**src/rtl/mem_stage.sv**
```systemverilog
// mem_stage: memory-access stage behind the EX/MEM register.
// Runs one load or store at a time on a req/gnt/rvalid data bus.
// Load data is formatted by size and sign, and a registered writeback bundle is produced.
// Optional build macro MISALIGN_TRAP_EN: misaligned accesses trap without using the bus.
module mem_stage #(
    parameter int TIMEOUT_CYCLES = 255
) (
    input  logic        clk,
    input  logic        rst_n,
    input  logic        valid_i,
    input  logic [31:0] alu_out_i,
    input  logic [6:0]  opcode_i,
    input  logic [2:0]  funct3_i,
    input  logic [4:0]  rd_i,
    input  logic [31:0] rs2_data_i,
    output logic        stall_o,
    output logic        dbus_req_o,
    output logic        dbus_we_o,
    output logic [31:0] dbus_addr_o,
    output logic [3:0]  dbus_be_o,
    output logic [31:0] dbus_wdata_o,
    input  logic        dbus_gnt_i,
    input  logic        dbus_rvalid_i,
    input  logic [31:0] dbus_rdata_i,
    output logic        wb_valid_o,
    output logic        wb_we_o,
    output logic [4:0]  wb_rd_o,
    output logic [31:0] wb_data_o,
    output logic        err_o,
    output logic [31:0] err_addr_o
);

    localparam logic [6:0]  OP_LOAD      = 7'b0000011;
    localparam logic [6:0]  OP_STORE     = 7'b0100011;
    localparam logic [6:0]  OP_BRANCH    = 7'b1100011;
    localparam logic [15:0] TIMEOUT_LAST = 16'(TIMEOUT_CYCLES - 1);

    typedef enum logic [1:0] {IDLE, REQ, WAIT, DONE} state_e;
    typedef enum logic [1:0] {SZ_BYTE, SZ_HALF, SZ_WORD} size_e;

    state_e      state_q, state_d;
    logic [31:0] accAddr_q, accAddr_d;
    logic        accWe_q, accWe_d;
    logic [2:0]  accFunct3_q, accFunct3_d;
    logic [4:0]  accRd_q, accRd_d;
    logic [31:0] accWdata_q, accWdata_d;
    logic [3:0]  accBe_q, accBe_d;
    logic [15:0] timeoutCnt_q, timeoutCnt_d;
    logic        req_q, req_d;
    logic        wbValid_q, wbValid_d;
    logic        wbWe_q, wbWe_d;
    logic [4:0]  wbRd_q, wbRd_d;
    logic [31:0] wbData_q, wbData_d;
    logic        err_q, err_d;
    logic [31:0] errAddr_q, errAddr_d;

    size_e       sizeIn;
    logic [3:0]  beIn;
    logic [31:0] wdataIn;
    logic [31:0] loadData;
    logic        isMemOp;
    logic        misTrap;
    logic        stallRaw;

    assign isMemOp = (opcode_i == OP_LOAD) || (opcode_i == OP_STORE);

    // Decode access size; stores only know SB/SH, loads also have unsigned byte/half forms
    always_comb begin
        sizeIn = SZ_WORD;
        if (opcode_i == OP_STORE) begin
            if (funct3_i == 3'b000) sizeIn = SZ_BYTE;
            else if (funct3_i == 3'b001) sizeIn = SZ_HALF;
        end else begin
            if (funct3_i[1:0] == 2'b00) sizeIn = SZ_BYTE;
            else if (funct3_i[1:0] == 2'b01) sizeIn = SZ_HALF;
        end
    end

    // Build byte enables and lane-replicated store data for the incoming access
    always_comb begin
        beIn    = 4'b1111;
        wdataIn = rs2_data_i;
        case (sizeIn)
            SZ_BYTE: begin
                beIn    = 4'b0001 << alu_out_i[1:0];
                wdataIn = {4{rs2_data_i[7:0]}};
            end
            SZ_HALF: begin
                beIn    = 4'b0011 << {alu_out_i[1], 1'b0};
                wdataIn = {2{rs2_data_i[15:0]}};
            end
            default: begin
                beIn    = 4'b1111;
                wdataIn = rs2_data_i;
            end
        endcase
    end

`ifdef MISALIGN_TRAP_EN
    // Flag halfword and word accesses that are not naturally aligned
    always_comb begin
        misTrap = 1'b0;
        if (sizeIn == SZ_HALF) misTrap = alu_out_i[0];
        else if (sizeIn == SZ_WORD) misTrap = (alu_out_i[1:0] != 2'b00);
    end
`else
    assign misTrap = 1'b0;
`endif

    // Pick the addressed lane of the returned word and sign- or zero-extend it
    always_comb begin
        loadData = dbus_rdata_i;
        case (accFunct3_q)
            3'b000: loadData = {{24{dbus_rdata_i[{accAddr_q[1:0], 3'b111}]}},
                                dbus_rdata_i[{accAddr_q[1:0], 3'b000} +: 8]};
            3'b100: loadData = {24'd0, dbus_rdata_i[{accAddr_q[1:0], 3'b000} +: 8]};
            3'b001: loadData = {{16{dbus_rdata_i[{accAddr_q[1], 4'b1111}]}},
                                dbus_rdata_i[{accAddr_q[1], 4'b0000} +: 16]};
            3'b101: loadData = {16'd0, dbus_rdata_i[{accAddr_q[1], 4'b0000} +: 16]};
            default: loadData = dbus_rdata_i;
        endcase
    end

    // Access sequencing: accept, request, wait for data, then emit the writeback bundle
    always_comb begin
        state_d      = state_q;
        accAddr_d    = accAddr_q;
        accWe_d      = accWe_q;
        accFunct3_d  = accFunct3_q;
        accRd_d      = accRd_q;
        accWdata_d   = accWdata_q;
        accBe_d      = accBe_q;
        timeoutCnt_d = timeoutCnt_q;
        req_d        = 1'b0;
        wbValid_d    = 1'b0;
        wbWe_d       = wbWe_q;
        wbRd_d       = wbRd_q;
        wbData_d     = wbData_q;
        err_d        = 1'b0;
        errAddr_d    = errAddr_q;
        stallRaw     = 1'b0;
        case (state_q)
            IDLE: begin
                if (valid_i && isMemOp) begin
                    stallRaw    = 1'b1;
                    accAddr_d   = alu_out_i;
                    accWe_d     = (opcode_i == OP_STORE);
                    accFunct3_d = funct3_i;
                    accRd_d     = rd_i;
                    accWdata_d  = wdataIn;
                    accBe_d     = beIn;
                    if (misTrap) begin
                        state_d   = DONE;
                        wbValid_d = 1'b1;
                        wbWe_d    = 1'b0;
                        wbRd_d    = rd_i;
                        wbData_d  = 32'd0;
                        err_d     = 1'b1;
                        errAddr_d = alu_out_i;
                    end else begin
                        state_d      = REQ;
                        req_d        = 1'b1;
                        timeoutCnt_d = 16'd0;
                    end
                end else if (valid_i) begin
                    wbValid_d = 1'b1;
                    wbData_d  = alu_out_i;
                    wbRd_d    = rd_i;
                    wbWe_d    = (rd_i != 5'd0) && (opcode_i != OP_BRANCH);
                end
            end
            REQ: begin
                stallRaw     = 1'b1;
                timeoutCnt_d = timeoutCnt_q + 16'd1;
                if (dbus_gnt_i) begin
                    if (accWe_q) begin
                        state_d   = DONE;
                        wbValid_d = 1'b1;
                        wbWe_d    = 1'b0;
                        wbRd_d    = accRd_q;
                        wbData_d  = 32'd0;
                    end else begin
                        state_d = WAIT;
                    end
                end else if (timeoutCnt_q == TIMEOUT_LAST) begin
                    state_d   = DONE;
                    wbValid_d = 1'b1;
                    wbWe_d    = 1'b0;
                    wbRd_d    = accRd_q;
                    wbData_d  = 32'd0;
                    err_d     = 1'b1;
                    errAddr_d = accAddr_q;
                end else begin
                    req_d = 1'b1;
                end
            end
            WAIT: begin
                stallRaw     = 1'b1;
                timeoutCnt_d = timeoutCnt_q + 16'd1;
                if (dbus_rvalid_i) begin
                    state_d   = DONE;
                    wbValid_d = 1'b1;
                    wbWe_d    = (accRd_q != 5'd0);
                    wbRd_d    = accRd_q;
                    wbData_d  = loadData;
                end else if (timeoutCnt_q == TIMEOUT_LAST) begin
                    state_d   = DONE;
                    wbValid_d = 1'b1;
                    wbWe_d    = 1'b0;
                    wbRd_d    = accRd_q;
                    wbData_d  = 32'd0;
                    err_d     = 1'b1;
                    errAddr_d = accAddr_q;
                end
            end
            DONE: begin
                state_d = IDLE;
            end
            default: begin
                state_d = IDLE;
            end
        endcase
    end

    // State and output registers, cleared immediately by reset
    always_ff @(posedge clk or negedge rst_n) begin
        if (!rst_n) begin
            state_q      <= IDLE;
            accAddr_q    <= 32'd0;
            accWe_q      <= 1'b0;
            accFunct3_q  <= 3'd0;
            accRd_q      <= 5'd0;
            accWdata_q   <= 32'd0;
            accBe_q      <= 4'd0;
            timeoutCnt_q <= 16'd0;
            req_q        <= 1'b0;
            wbValid_q    <= 1'b0;
            wbWe_q       <= 1'b0;
            wbRd_q       <= 5'd0;
            wbData_q     <= 32'd0;
            err_q        <= 1'b0;
            errAddr_q    <= 32'd0;
        end else begin
            state_q      <= state_d;
            accAddr_q    <= accAddr_d;
            accWe_q      <= accWe_d;
            accFunct3_q  <= accFunct3_d;
            accRd_q      <= accRd_d;
            accWdata_q   <= accWdata_d;
            accBe_q      <= accBe_d;
            timeoutCnt_q <= timeoutCnt_d;
            req_q        <= req_d;
            wbValid_q    <= wbValid_d;
            wbWe_q       <= wbWe_d;
            wbRd_q       <= wbRd_d;
            wbData_q     <= wbData_d;
            err_q        <= err_d;
            errAddr_q    <= errAddr_d;
        end
    end

    assign stall_o      = stallRaw & rst_n;
    assign dbus_req_o   = req_q;
    assign dbus_we_o    = accWe_q;
    assign dbus_addr_o  = {accAddr_q[31:2], 2'b00};
    assign dbus_be_o    = accBe_q;
    assign dbus_wdata_o = accWdata_q;
    assign wb_valid_o   = wbValid_q;
    assign wb_we_o      = wbWe_q;
    assign wb_rd_o      = wbRd_q;
    assign wb_data_o    = wbData_q;
    assign err_o        = err_q;
    assign err_addr_o   = errAddr_q;

endmodule

```
**config.mk**
```make
export PLATFORM = sky130hd
export DESIGN_NAME = mem_stage
export DESIGN_NICKNAME = d
export VERILOG_FILES = /design/src/rtl/mem_stage.sv
export SDC_FILE = /design/constraint.sdc
export NUM_CORES = 1
export LEC_CHECK = 0
export CAP_MARGIN = 20
export CELL_PAD_IN_SITES_DETAIL_PLACEMENT = 0
export CELL_PAD_IN_SITES_GLOBAL_PLACEMENT = 1
export CORE_MARGIN = 2
export CORE_UTILIZATION = 32
export CTS_CLUSTER_SIZE = 16
export DETAILED_ROUTE_END_ITERATION = 10
export PLACE_DENSITY_LB_ADDON = 0.25
export SETUP_SLACK_MARGIN = 0.02
export SYNTH_ARGS = -nofsm -noshare
export SYNTH_HDL_FRONTEND = slang
export SYNTH_SLANG_ARGS = --single-unit
```
**constraint.sdc**
```tcl
create_clock -name clk -period 2.9 [get_ports clk]
set_input_delay 0.87 -clock clk [delete_from_list [all_inputs] [get_ports clk]]
set_output_delay 0.87 -clock clk [all_outputs]
set_load 0.005 [all_outputs]
```
==> run metrics <==
outcome finished, final reports clean; first-pass GRT wire length 39700 um; Clk pin slew, worst setup/hold paths 0.07 ns; total grt overflow 0; share of flip-flops with an asynchronous set or reset 1.00; Max-slew headroom 0.421; Die H 164 um; R2R Setup Slk 0.49 ns; Max FO, Critical Path 2; DR vias 7015; n_diodes 0; Nets 1206; hold_ws 0.478 ns; Mapped Cells 854; Global Route Usage Sum 0.189; yosys warns 0; Max Slew Vio Count 0; commonest non-fill, non-tap cell in the layout clkdlybuf4s50_1; RSZ-0062 raised after global routing no; io pins 259; Final Skew 0.0122 ns; worst vdd ir 0.482 mV; I/O Buffers 256; Post-Syn Area 8210 um^2; number of flops mapped to enable cells by yosys 0; final routed DRC violation total 0; Rows 58; Placement Setup Slack -0.510 ns; layout cells sized above 1 0.104; sequential-to-total area share from yosys stat 0.512; final std cells w/o fill 1426; post-DP HPWL 18200 um; fin crit share 0.960; final setup margin 0.115 ns; Worst setup SP type input port; leading area contributor after synthesis dfrtp_1; power density over the cells 763 nW/um^2; area delta synth->final 43.0%; Root Driver clkbuf_16; die width 164 um; Final Wtd Congestion 0.822; Critical Path End Type primary output; top cell type's share of synthesized area 0.512; max cap viols 0; Netlist cell types 57; final worst path period need 2.78 ns; Syn Area/Cell 9.61 um^2; CP Data Arrival Time 1.91 ns; CTS tree yes; initial core utilization 0.326; Sink Count 168; largest net degree at the start of global routing 116; Least-Margin Pin Slew 0.868 ns; cts bufs inserted 17; antenna violations before repair 0; most frequent cells in the layout 250 x clkdlybuf4s50_1, 202 x nand2_1, 168 x dfrtp_1, 56 x o21ai_0, 36 x a21oi_1; flops & latches, synth 168; DR iter-0 viols 457; H-tree depth 4; final WL 25500 um; clock latency on the worst-skew pair 0.42 ns; WL/cell 17.9 um; Inst Count DP 1393; CP required 2.03 ns; largest cells by area after synthesis dfrtp_1 51%, nand2_1 9.3%, mux2i_1 4.1%; final hold violations 0; drt pass-1 iters 5; crit path kind in -> out; final setup vio count 0; Hold Crit Class reg -> reg; ANT nets after route 0; vias in the first global route 6935; hold-fix buffers at CTS 0; core area 25200 um^2; ys flop type dfrtp_1; upper clock frequency limit 359 MHz; post-DR vias/cell 4.92; full die area 27000 um^2; CTS Buffer Depth 2; Leakage 5.38 nW
==> path summary, 6_finish.rpt <==
| check | endpoint | startpoint | depth (start not counted) |
|---|---|---|---|
| worst min-delay path | dbus_wdata_o[5] | dbus_wdata_o[5] | 2 |
| min in group asynchronous | accAddr_q[3] | rst_n | 2 |
| worst max-delay path | stall_o | opcode_i[1] | 5 |
| max in group asynchronous | err_addr_o[25] | rst_n | 3 |
| worst max register to register | wb_data_o[23] | state_q[0] | 7 |
| worst min register to register | dbus_wdata_o[5] | dbus_wdata_o[5] | 2 |
==> logic make-up after synthesis <==
group                      count (synthesis)  synth area share
and+or+nand+nor                          318             0.173
AOI/OAI and AO/OA                        178             0.147
DFF                                      168             0.512
buffers and inverters                    116            0.0716
muxes                                     66            0.0853
adders and majority gates                  7            0.0107
other                                      1          0.000457
==> stage by stage <==
stage	TNS (ns)	utilization	area (um^2)	power (mW)
2_1_floorplan	0	-	8220	5.00
3_3_place_gp	-16.27	0.443	11100	6.72
3_5_place_dp	-17.91	0.443	11100	6.75
4_1_cts	0	0.466	11700	9.07
5_1_grt	0	0.466	11700	9.54
6_report	0	0.466	11700	8.95
==> power breakdown <==
part           switching [mW]  internal [mW]
Clock                    1.03           1.25
Sequential              0.389           2.86
Combinational            1.61           1.81
==> routing by layer <==
layer	share of wire	GRT usage	up-vias
li1	-	-	3401
met5	0	0	-
met1	0.45	0.254	3355
met3	0.073	0.0535	14
met4	0.0093	0.0391	0
met2	0.47	0.304	245
==> sequential cells by signal (all words and copies together), names as in the netlist <==
signal and count:
dbus_req_o 1, accRd_q 5, wb_rd_o 5, accAddr_q 32, accFunct3_q 3, wb_valid_o 1, wb_data_o 32, dbus_we_o 1
dbus_wdata_o 32, dbus_be_o 4, err_addr_o 32, wb_we_o 1, state_q 2, err_o 1, timeoutCnt_q 16
==> layout make-up <==
| class | instances | area, um^2 |
|---|---|---|
| Clock buffer | 19 | 453 |
| Clock inverter | 13 | 135 |
| Fill cell | 2424 | 13400 |
| Inverter | 33 | 124 |
| Multi-Input combinational cell | 571 | 3470 |
| Sequential cell | 168 | 4200 |
| Tap cell | 330 | 413 |
| Timing Repair Buffer | 292 | 2940 |
==> timing repair <==
item	CTS	global route
endpoints found under the setup margin	1	1
setup buffers	1	0
resized for setup	11	1
pin swaps	3	2
==> Yosys cell counts, types with 4 or more instances <==
| master | count |
|---|---|
| nand3_1 | 20 |
| ha_1 | 7 |
| dfrtp_1 | 168 |
| or3_1 | 4 |
| a221o_1 | 25 |
| o21ai_0 | 57 |
| inv_1 | 33 |
| nand2_1 | 204 |
| nor2b_1 | 6 |
| and3_1 | 5 |
| o2bb2ai_1 | 6 |
| nand2b_1 | 6 |
| mux2_2 | 28 |
| a31oi_1 | 4 |
| or4_1 | 4 |
| nor2_1 | 27 |
| nor3_1 | 14 |
| or4b_2 | 6 |
| a22o_1 | 7 |
| a21o_1 | 5 |
| clkbuf_1 | 39 |
| nand4_1 | 7 |
| o221ai_1 | 8 |
| mux2i_1 | 34 |
| nand3b_1 | 4 |
| buf_4 | 32 |
| mux2_1 | 4 |
| buf_2 | 7 |
| a21oi_1 | 36 |
| a22oi_1 | 8 |
==> critical path: stages <==
cell	delay [ns]
clkdlybuf4s50_1	0.47
nand2_2	0.08
nor4_4	0.22
o211a_1	0.16
buf_2	0.11
Power figures use the tool's default switching activity.
